`config.mk`:
```
export PLATFORM = sky130hd
export DESIGN_NAME = bram_byte_fetch
export DESIGN_NICKNAME = d
export VERILOG_FILES = /design/src/rtl/bram_byte_fetch.sv
export SDC_FILE = /design/constraint.sdc
export NUM_CORES = 1
export LEC_CHECK = 0
export ABC_AREA = 1
export CAP_MARGIN = 20
export CORE_ASPECT_RATIO = 1.75
export CORE_UTILIZATION = 45
export CTS_CLUSTER_SIZE = 12
export DETAILED_ROUTE_END_ITERATION = 10
export PLACE_DENSITY = 0.76
export SLEW_MARGIN = 10
export SYNTH_ARGS = -nofsm -noshare
export SYNTH_HDL_FRONTEND = slang
export SYNTH_SLANG_ARGS = --single-unit
```
`constraint.sdc`:
```
create_clock -name clk_100mhz -period 1.4 [get_ports clk_100mhz]
set_input_delay 0.21 -clock clk_100mhz [delete_from_list [all_inputs] [get_ports clk_100mhz]]
set_output_delay 0.21 -clock clk_100mhz [all_outputs]
set_load 0.01 [all_outputs]
```
`src/rtl/bram_byte_fetch.sv`:
```
// BRAM port-B byte fetcher: polls fifo_ready, handshakes frame_ready, captures toggled data words.
// Optional WAIT_DATA watchdog enabled by defining BRAM_FETCH_TIMEOUT_EN.
`timescale 1ns/1ps
module bram_byte_fetch #(
    parameter int unsigned READ_LATENCY = 2,
    parameter int unsigned LOW_HOLD     = 8,
    parameter int unsigned POLL_GAP     = 4,
    parameter int unsigned TIMEOUT_CYC  = 1024
) (
    input  logic        clk_100mhz,
    input  logic        rst_n,
    input  logic [8:0]  bram_doutb,
    output logic [1:0]  bram_addrb,
    output logic [8:0]  bram_dinb,
    output logic        bram_web,
    output logic [7:0]  m_data,
    output logic        m_valid,
    input  logic        m_ready,
    output logic        fifo_avail,
    output logic [15:0] byte_count,
    output logic        timeout_err
);

    localparam logic [2:0] S_SYNC     = 3'd0;
    localparam logic [2:0] S_SYNC_WR  = 3'd1;
    localparam logic [2:0] S_HOLD_LOW = 3'd2;
    localparam logic [2:0] S_POLL     = 3'd3;
    localparam logic [2:0] S_GAP      = 3'd4;
    localparam logic [2:0] S_REQ      = 3'd5;
    localparam logic [2:0] S_WAIT     = 3'd6;
    localparam logic [2:0] S_RELEASE  = 3'd7;

    localparam int unsigned HOLD_LAST = (LOW_HOLD > 0) ? LOW_HOLD - 1 : 0;
    localparam int unsigned GAP_LAST  = (POLL_GAP > 0) ? POLL_GAP - 1 : 0;
    localparam int unsigned CNT_MAX0  = (READ_LATENCY > HOLD_LAST) ? READ_LATENCY : HOLD_LAST;
    localparam int unsigned CNT_MAX   = (CNT_MAX0 > GAP_LAST) ? CNT_MAX0 : GAP_LAST;
    localparam int unsigned CNT_W     = (CNT_MAX < 2) ? 1 : $clog2(CNT_MAX + 1);

    logic [2:0]       state;
    logic [CNT_W-1:0] cnt;
    logic             last_tog;
    logic             rd_done;

    // One read occupies READ_LATENCY+1 cycles; doutb is sampled on the last one.
    assign rd_done = (cnt == CNT_W'(READ_LATENCY));

`ifdef BRAM_FETCH_TIMEOUT_EN
    localparam int unsigned TMO_W = (TIMEOUT_CYC < 2) ? 1 : $clog2(TIMEOUT_CYC + 1);
    localparam int unsigned TMO_LAST = (TIMEOUT_CYC > 0) ? TIMEOUT_CYC - 1 : 0;
    logic [TMO_W-1:0] tmo;
`else
    assign timeout_err = (TIMEOUT_CYC == 0) & 1'b0;
`endif

    always_ff @(posedge clk_100mhz or negedge rst_n) begin
        if (!rst_n) begin
            state      <= S_SYNC;
            cnt        <= '0;
            bram_addrb <= 2'd2;
            bram_dinb  <= '0;
            bram_web   <= 1'b0;
            m_data     <= '0;
            m_valid    <= 1'b0;
            fifo_avail <= 1'b0;
            byte_count <= '0;
            last_tog   <= 1'b0;
`ifdef BRAM_FETCH_TIMEOUT_EN
            tmo         <= '0;
            timeout_err <= 1'b0;
`endif
        end else begin
            bram_web <= 1'b0;

            if (m_valid && m_ready) begin
                m_valid    <= 1'b0;
                byte_count <= byte_count + 16'd1;
            end

            case (state)
                S_SYNC: begin
                    if (rd_done) begin
                        last_tog   <= bram_doutb[0];
                        bram_addrb <= 2'd0;
                        bram_dinb  <= '0;
                        bram_web   <= 1'b1;
                        state      <= S_SYNC_WR;
                    end else begin
                        cnt <= cnt + CNT_W'(1);
                    end
                end

                S_SYNC_WR, S_RELEASE: begin
                    bram_addrb <= 2'd1;
                    bram_dinb  <= '0;
                    cnt        <= '0;
                    state      <= S_HOLD_LOW;
                end

                S_HOLD_LOW: begin
                    if (cnt == CNT_W'(HOLD_LAST)) begin
                        cnt   <= '0;
                        state <= S_POLL;
                    end else begin
                        cnt <= cnt + CNT_W'(1);
                    end
                end

                S_POLL: begin
                    if (rd_done) begin
                        fifo_avail <= bram_doutb[0];
                        cnt        <= '0;
                        // A request may only go out once the output slot is free or freeing now.
                        if (bram_doutb[0] && (!m_valid || m_ready)) begin
                            bram_addrb <= 2'd0;
                            bram_dinb  <= 9'd1;
                            bram_web   <= 1'b1;
                            state      <= S_REQ;
                        end else begin
                            state <= S_GAP;
                        end
                    end else begin
                        cnt <= cnt + CNT_W'(1);
                    end
                end

                S_GAP: begin
                    if (cnt == CNT_W'(GAP_LAST)) begin
                        cnt   <= '0;
                        state <= S_POLL;
                    end else begin
                        cnt <= cnt + CNT_W'(1);
                    end
                end

                S_REQ: begin
                    bram_addrb <= 2'd2;
                    bram_dinb  <= '0;
                    cnt        <= '0;
                    state      <= S_WAIT;
`ifdef BRAM_FETCH_TIMEOUT_EN
                    tmo <= '0;
`endif
                end

                S_WAIT: begin
`ifdef BRAM_FETCH_TIMEOUT_EN
                    tmo <= tmo + TMO_W'(1);
`endif
                    if (rd_done && (bram_doutb[0] != last_tog)) begin
                        m_data     <= bram_doutb[8:1];
                        m_valid    <= 1'b1;
                        last_tog   <= bram_doutb[0];
                        bram_addrb <= 2'd0;
                        bram_dinb  <= '0;
                        bram_web   <= 1'b1;
                        state      <= S_RELEASE;
                    end
`ifdef BRAM_FETCH_TIMEOUT_EN
                    else if (tmo == TMO_W'(TMO_LAST)) begin
                        timeout_err <= 1'b1;
                        bram_addrb  <= 2'd0;
                        bram_dinb   <= '0;
                        bram_web    <= 1'b1;
                        state       <= S_RELEASE;
                    end
`endif
                    else if (rd_done) begin
                        cnt <= '0;
                    end else begin
                        cnt <= cnt + CNT_W'(1);
                    end
                end

                default: begin
                    state <= S_SYNC;
                    cnt   <= '0;
                end
            endcase
        end
    end

endmodule

```
==> results of run 1 <==
synth_stat cells:
library cell and count:
xnor2_1 6, nand3_1 17, nand2_1 83, inv_1 40, nand4_1 8, o22ai_1 1
nand2_4 2, o21ai_2 8, nor2_2 2, conb_1 1, nor3_1 2, nor2_1 21
nand3b_2 1, buf_6 4, nor2_8 1, o21ai_0 2, a21oi_1 3, nand3_4 1
xor2_1 4, inv_4 3, nand2_2 2, buf_4 9, o21ai_1 1, inv_2 2
nor2_4 1, dfrtp_1 36, nand4_4 1, nand3_2 3, dfstp_2 1, ha_1 6
layer usage:
metal	part of all wire	wire length [um]	GRT usage
met5	0	0	0
met4	0.016	76	0.0769
met3	0.032	153	0.0340
met2	0.57	2750	0.374
met1	0.39	1880	0.222
cell families after synthesis:
logic type / Yosys count / share of synthesized area
other: 1 / 0.00172
adder cells (fa/ha/maj): 6 / 0.0344
XOR/XNOR: 10 / 0.0401
AND/OR/NAND/NOR: 145 / 0.318
buffers and inverters: 58 / 0.132
AO/OA/AOI/OAI: 15 / 0.0487
flip-flops: 37 / 0.425
layout make-up:
| type | count | area, um2 |
|---|---|---|
| well taps | 52 | 65.1 |
| clock buffers | 7 | 86.3 |
| multi-input cells | 185 | 1100 |
| flip-flops and latches | 37 | 928 |
| repair buffers | 70 | 654 |
| inverters | 45 | 176 |
| fillers | 409 | 1660 |
critical path, stage by stage, from the launching register on:
cell and delay [ns]:
dfrtp_1 0.42, inv_2 0.09, ha_4 0.13, inv_2 0.04
nor2_4 0.21, nand3_4 0.13, nand2_4 0.12, nand2_4 0.09
nand2_2 0.07, o21ai_2 0.05
where the power goes:
part / switching, uW / internal (uW) / total, uW / leakage [uW]
sequential: 193 / 1350 / 1540 / 0.000473
combinational: 1390 / 1080 / 2470 / 0.00128
clock: 356 / 391 / 747 / 0.0000443
repair_timing:
action	4_1_cts	5_1_grt
endpoints found under the setup margin	42	39
gates cloned	0	0
hold buffers	1	0
pin swaps	8	4
resized for setup	27	32
buffers inserted	12	3
endpoints found under the hold margin	36	0
through the flow:
step                power [uW]  setup TNS (ns)
floorplan                 3090               0
global placement          3790           -1.28
detailed placement        3840           -2.13
CTS                       4680          -0.118
global route              5100           -1.82
finish                    4760          -0.429
registers in the layout, summed over array words and instances (netlist names):
register    count
byte_count     16
bram_web        1
fifo_avail      1
last_tog        1
state           3
m_data          8
bram_addrb      2
cnt             3
m_valid         1
bram_dinb       1
path summary, 6_finish.rpt:
kind	slack (ns)	depth (start not counted)	endpoint
min in group asynchronous	0.49	3	byte_count[13]$_DFFE_PN0P_
setup reg to reg	-0.07	9	last_tog$_DFFE_PN0P_
hold reg to reg	0.47	2	bram_addrb[1]$_DFFE_PN1P_
max in group asynchronous	0.55	3	bram_addrb[1]$_DFFE_PN1P_
hold / removal	0.47	2	bram_addrb[1]$_DFFE_PN1P_
setup / recovery	-0.07	9	last_tog$_DFFE_PN0P_
==> out/metrics.yaml, run 1 <==
logic_synthesis:
  synth_area_um2: 2180
  ys_seq_area_frac: 0.425
  synth_top_area_share: 0.413
  synth_top_area_cell: "dfrtp_1"
  avgSynthCellArea_um2: 8.03
  yosys.cell_types.count: 30
  yosys_warnings: 0
  synth_area_leaders: "dfrtp_1 (41%), nand2_1 (14%), inv_1 (6.9%)"
  synth-seq-cells: 37
  netlist_instances: 272
floorplanning:
  io_pins: 51
  dieArea_um2: 5150
  die_h_um: 94.1
  start_util: 0.468
  die_w_um: 54.7
  core_area_um2: 4670
  rows: 33
global_route:
  grt_pass1_wl_mm: 7.73
  grt_overflow_total: 0
  grt_pass1_vias: 1808
  grt_max_degree: 38
  grt.total_usage: 0.206
  antenna_found_initial: 0
clock_tree:
  cts_tree: "done"
  htree_levels: 2
  clk_path_buf_depth: 2
  cts-root-buf: "clkbuf_8"
  numCtsBuffers: 5
  cts.clk_slew.worst_paths_ns: 0.07
  cts_sinks: 37
  clock_latency_ns: 0.28
sta:
  timing.final.ws_setup_ns: -0.0679
  min_period_over_period: 1.05
  min_period_ns: 1.47
  clock_skew_ns: 0.00402
  grt_setup_unrepaired: "true"
  finalSetupViolCount: 16
  finalMaxSlewViolations: 0
  fmax_mhz: 681
  timing.hold.ws_ns: 0.465
  hold_viol: 0
route:
  wl_per_cell_um: 12.3
  wirelength_mm: 4.86
  via_per_inst: 4.81
  drt_iter0_drc: 40
  ant_nets: 0
  via_count: 1906
  dr.pass1.iters: 4
  drc: 0
setup_path:
  worstPathArrival_ns: 1.65
  end_kind: "register"
  worstPathRequired_ns: 1.58
  crit_start: "cnt[0]$_DFFE_PN0P_"
  worst_r2r_startpoint: "cnt[0]$_DFFE_PN0P_"
  crit_fanout: 6
  critical_path_class: "reg -> reg"
  startpoint_type: "register"
cells_and_area:
  synthToLayoutAreaGrowth_pct: 37.9
  final_cells: 396
  final_cell_mix: "nand2_1 (71), inv_1 (38), dfrtp_1 (35)"
  nets: 362
  diodes: 0
  drive_above_1_share: 0.262
  fin_area_um2: 3010
  layout_commonest_cell: "nand2_1"
  final_core_utilization: 0.645
pwr:
  p_leak_uw: 0.00179
  p_per_area_nw_per_um2: 1580
  irDropWorstVdd_uv: 1040
placement:
  place_hpwl_mm: 3.53
  place_inst: 373
  port_buffers: 41
  place_ws_ns: -0.148
  dpl-instance-area_um2: 2690
  routabilityCongestion: 0.871
worst_hold_path:
  min_from: "bram_addrb[1]$_DFFE_PN1P_"
  min_path_type: "reg -> reg"
run_status:
  outcome: "finished, violations left"
  violations: "negative setup slack"
flow_run:
  cap_violations: 0
Power figures use the tool's default switching activity.
==> run 2: changes to the inputs <==
--- a/config.mk
+++ b/config.mk
@@ -5,13 +5,15 @@
 export SDC_FILE = /design/constraint.sdc
 export NUM_CORES = 1
 export LEC_CHECK = 0
-export ABC_AREA = 1
+export ABC_AREA = 0
 export CAP_MARGIN = 20
+export CELL_PAD_IN_SITES_DETAIL_PLACEMENT = 2
+export CELL_PAD_IN_SITES_GLOBAL_PLACEMENT = 2
 export CORE_ASPECT_RATIO = 1.75
-export CORE_UTILIZATION = 45
+export CORE_UTILIZATION = 26
 export CTS_CLUSTER_SIZE = 12
 export DETAILED_ROUTE_END_ITERATION = 10
-export PLACE_DENSITY = 0.76
+export PLACE_DENSITY_LB_ADDON = 0.1
 export SLEW_MARGIN = 10
 export SYNTH_ARGS = -nofsm -noshare
 export SYNTH_HDL_FRONTEND = slang
==> run 2 against run 1 <==
  * The run ends with negative hold slack, negative setup slack left
  * Cell count shrank 8.3%
  * Wire length grew 42%
  * Critical path type unchanged
  * Non-clock buffer count rose by 21
==> out/metrics.yaml, run 2 <==
run_status:
  outcome: "finished, violations left"  # unchanged
  violations: "negative hold slack, negative setup slack"  # was negative setup slack
sta:
  clock_skew_ns: 0.00523  # was 0.00402 ns
  min_period_ns: 1.80  # was 1.47 ns
  timing.final.ws_setup_ns: -0.400  # was -0.0679 ns
  finalSetupViolCount: 28  # was 16
  worstMarginPinSlew_ns: 0.527
  finalMaxSlewViolations: 0  # unchanged
  fmax_mhz: 556  # was 681 MHz
  slew_headroom: 0.649
  timing.hold.ws_ns: -0.0120  # was 0.465 ns
  min_period_over_period: 1.29  # was 1.05
  setup_tns_ns: -4.66  # was -0.429 ns
  hold_viol: 12  # was 0
  grt_setup_unrepaired: "true"  # unchanged
cells_and_area:
  layout_commonest_cell: "buf_4"  # was nand2_1
  diodes: 0  # unchanged
  synthToLayoutAreaGrowth_pct: 71.1  # was 37.9%
  nets: 297  # was 362
  regMostFlops: "byte_count"  # unchanged
  top_regs: "byte_count (16), m_data (8)"  # unchanged
  fin_area_um2: 3190  # was 3010 um2
  largest_register_ffs: 16  # unchanged
  final_cell_mix: "buf_4 (39), dfrtp_1 (34), dlygate4sd2_1 (24)"  # was nand2_1 (71), inv_1 (38), dfrtp_1 (35)
  drive_above_1_share: 0.412  # was 0.262
setup_path:
  slowest_stage: "dfrtp_2"  # was dfrtp_1
  end_kind: "register"  # unchanged
  crit_fanout: 3  # was 6
  worstPathRequired_ns: 1.59  # was 1.58 ns
  critical_path_class: "reg -> reg"  # unchanged
  crit_chain: "ha_4, buf_4, nor3b_4, and4_4, or2_4, buf_4, o31ai_4"  # was inv_2, ha_4, inv_2, nor2_4, nand3_4, nand2_4, nand2_4, nand2_2, o21ai_2
  worstPathArrival_ns: 1.99  # was 1.65 ns
  crit_path_frequent_cell: "buf_4"
  slowest_delay_ns: 0.43  # was 0.42 ns
  startpoint_type: "register"  # unchanged
pwr:
  pwr-share-comb: 0.438  # was 0.519
  seqPwrFrac: 0.308  # was 0.324
  p_switching_uw: 1740  # was 1940 uW
  p_leak_uw: 0.00172  # was 0.00179 uW
  irDropWorstVdd_uv: 708  # was 1040 uV
  p_int_uw: 3280  # was 2820 uW
  p_sw_frac: 0.346  # was 0.407
  p_per_area_nw_per_um2: 1570  # was 1580 nW/um2
  clkPwrFrac: 0.254  # was 0.157
route:
  drc: 0  # unchanged
  via_count: 1715  # was 1906
  via_per_inst: 4.72  # was 4.81
  dr.pass1.iters: 4  # unchanged
  wirelength_mm: 6.92  # was 4.86 mm
  wl_per_cell_um: 19.1  # was 12.3 um
  ant_nets: 0  # unchanged
  drt_iter0_drc: 34  # was 40
global_route:
  grt_max_degree: 38  # unchanged
  grt_overflow_total: 0  # unchanged
  grt.total_usage: 0.182  # was 0.206
  antenna_found_initial: 0  # unchanged
  gr-usage-met1: 0.160  # was 0.222
  grt_busiest_layer: "met2"  # unchanged
  grt.met3_usage: 0.0320  # was 0.0340
  grt_pass1_vias: 1966  # was 1808
  met2_usage: 0.370  # was 0.374
  grt_pass1_wl_mm: 9.84  # was 7.73 mm
placement:
  routabilityCongestion: 0.768  # was 0.871
  port_buffers: 41  # unchanged
  place_ws_ns: -0.408  # was -0.148 ns
  place_hpwl_mm: 4.52  # was 3.53 mm
  dpl-instance-area_um2: 2590  # was 2690 um2
floorplanning:
  core_area_um2: 6910  # was 4670 um2
  io_pins: 51  # unchanged
  die_h_um: 114  # was 94.1 um
  rows: 40  # was 33
  start_util: 0.270  # was 0.468
  die_w_um: 66.0  # was 54.7 um
  dieArea_um2: 7520  # was 5150 um2
clock_tree:
  numCtsBuffers: 5  # unchanged
  postCtsHoldBufs: 0  # was 1
  clock_latency_ns: 0.28  # about the same
  htree_levels: 2  # unchanged
  cts-root-buf: "clkbuf_16"  # was clkbuf_8
  cts_tree: "done"  # unchanged
  cts_sinks: 37  # unchanged
  clk_path_buf_depth: 2  # unchanged
  cts.clk_slew.worst_paths_ns: 0.06  # was 0.07 ns
logic_synthesis:
  synth-edff-count: 0  # unchanged
  avgSynthCellArea_um2: 9.96  # was 8.03 um2
  yosys_warnings: 0  # unchanged
  yosys.cell_types.count: 39  # was 30
  synthArstFlopShare: 1.00  # unchanged
  synth_top_area_share: 0.484  # was 0.413
  synth_ff_type: "dfrtp_1"  # unchanged
  synth_top_area_cell: "dfrtp_1"  # unchanged
  netlist_instances: 187  # was 272
  synth_area_leaders: "dfrtp_1 (48%), nand2_1 (7.5%), xnor2_1 (5.6%)"  # was dfrtp_1 (41%), nand2_1 (14%), inv_1 (6.9%)
  synth_commonest_cells: "nand2_1 (37), dfrtp_1 (36), xnor2_1 (12), buf_4 (10), nor2_1 (10)"  # was nand2_1 (83), inv_1 (40), dfrtp_1 (36), nor2_1 (21), nand3_1 (17)
  synth_area_um2: 1860  # was 2180 um2
  synth.most_common_cell: "nand2_1"  # unchanged
  ys_seq_area_frac: 0.498  # was 0.425
  synth-seq-cells: 37  # unchanged
worst_hold_path:
  min_path_type: "in -> async"  # was reg -> reg
flow_run:
  cap_violations: 0  # unchanged
-- run 2: final cells by class --
class / instances / area (um2)
Tap cell: 84 / 105
Timing Repair Buffer: 91 / 813
Sequential cell: 37 / 930
Fill cell: 745 / 3720
Multi-Input combinational cell: 139 / 1160
Clock buffer: 5 / 125
Clock inverter: 2 / 35.0
Inverter: 5 / 18.8
-- run 2: final timing paths --
path	from	end	slack [ns]	depth (start not counted)
setup reg to reg	cnt[1]$_DFFE_PN0P_	cnt[1]$_DFFE_PN0P_	-0.40	7
hold reg to reg	byte_count[15]$_DFFE_PN0P_	byte_count[15]$_DFFE_PN0P_	0.47	1
min in group clk_100mhz	byte_count[15]$_DFFE_PN0P_	byte_count[15]$_DFFE_PN0P_	0.47	1
setup / recovery	cnt[1]$_DFFE_PN0P_	cnt[1]$_DFFE_PN0P_	-0.40	7
max in group asynchronous	rst_n	cnt[1]$_DFFE_PN0P_	1.02	2
hold / removal	rst_n	byte_count[3]$_DFFE_PN0P_	-0.01	2
-- run 2: worst max-delay path: cells and delay by family (launching register included) --
family | cells | cell delay, ns
AO/OA/AOI/OAI | 1 | 0.21
adder cells (fa/ha/maj) | 1 | 0.17
buffers and inverters | 2 | 0.28
flip-flops | 1 | 0.43
AND/OR/NAND/NOR | 3 | 0.62
-- run 2: power groups by stage --
| stage | combinational (uW) | sequential [uW] | clock [uW] |
|---|---|---|---|
| 5_1_grt | 2360 | 1570 | 1340 |
| 3_5_place_dp | 1790 | 1530 | 0 |
| 2_1_floorplan | 837 | 1560 | 0 |
| 6_report | 2200 | 1550 | 1270 |
| 4_1_cts | 2070 | 1530 | 1320 |
| 3_3_place_gp | 1680 | 1520 | 0 |
-- run 2: kinds of logic (layout without fill, tap and decap cells) --
kind of cell             count (synthesis)  count (layout)  synth area share
other                                    1               9           0.00201
AND/OR/NAND/NOR                         80              80             0.217
multiplexers                             4               4            0.0255
XOR/XNOR                                17              17            0.0799
buffers and inverters                   19             103            0.0638
adder cells (fa/ha/maj)                  6               6            0.0403
flip-flops                              37              37             0.498
AO/OA/AOI/OAI                           23              23            0.0739
-- run 2: timing repair --
| item | 4_1_cts | 5_1_grt |
|---|---|---|
| setup buffers | 13 | 5 |
| endpoints found under the setup margin | 51 | 39 |
| pin swaps | 22 | 25 |
| gates resized for setup | 67 | 53 |
-- run 2: per-stage QoR --
stage | total power [uW] | hold WS, ns | cells | utilization
6_report | 5020 | -0.0120 | 363 | 0.462
5_1_grt | 5270 | 0.0295 | 363 | 0.462
4_1_cts | 4920 | 0.00408 | 363 | 0.432
3_5_place_dp | 3330 | 0.309 | 343 | 0.376
3_3_place_gp | 3210 | 0.285 | 343 | 0.376
2_1_floorplan | 2400 | -0.0856 | 195 | -
-- run 2: routing by layer --
| metal | part of all wire | vias up | wire [um] |
|---|---|---|---|
| met5 | 0 | - | 0 |
| met4 | 0.028 | 0 | 196 |
| met3 | 0.024 | 11 | 169 |
| met2 | 0.61 | 39 | 4230 |
| met1 | 0.33 | 870 | 2320 |
| li1 | - | 795 | - |
==> run 3: changes to the inputs <==
--- a/config.mk
+++ b/config.mk
@@ -6,7 +6,7 @@
 export NUM_CORES = 1
 export LEC_CHECK = 0
 export ABC_AREA = 0
-export CAP_MARGIN = 20
+export CAP_MARGIN = 15
 export CELL_PAD_IN_SITES_DETAIL_PLACEMENT = 2
 export CELL_PAD_IN_SITES_GLOBAL_PLACEMENT = 2
 export CORE_ASPECT_RATIO = 1.75
==> results of run 3 <==
The final DEF is identical to that of run 2; final timing and power are the same.
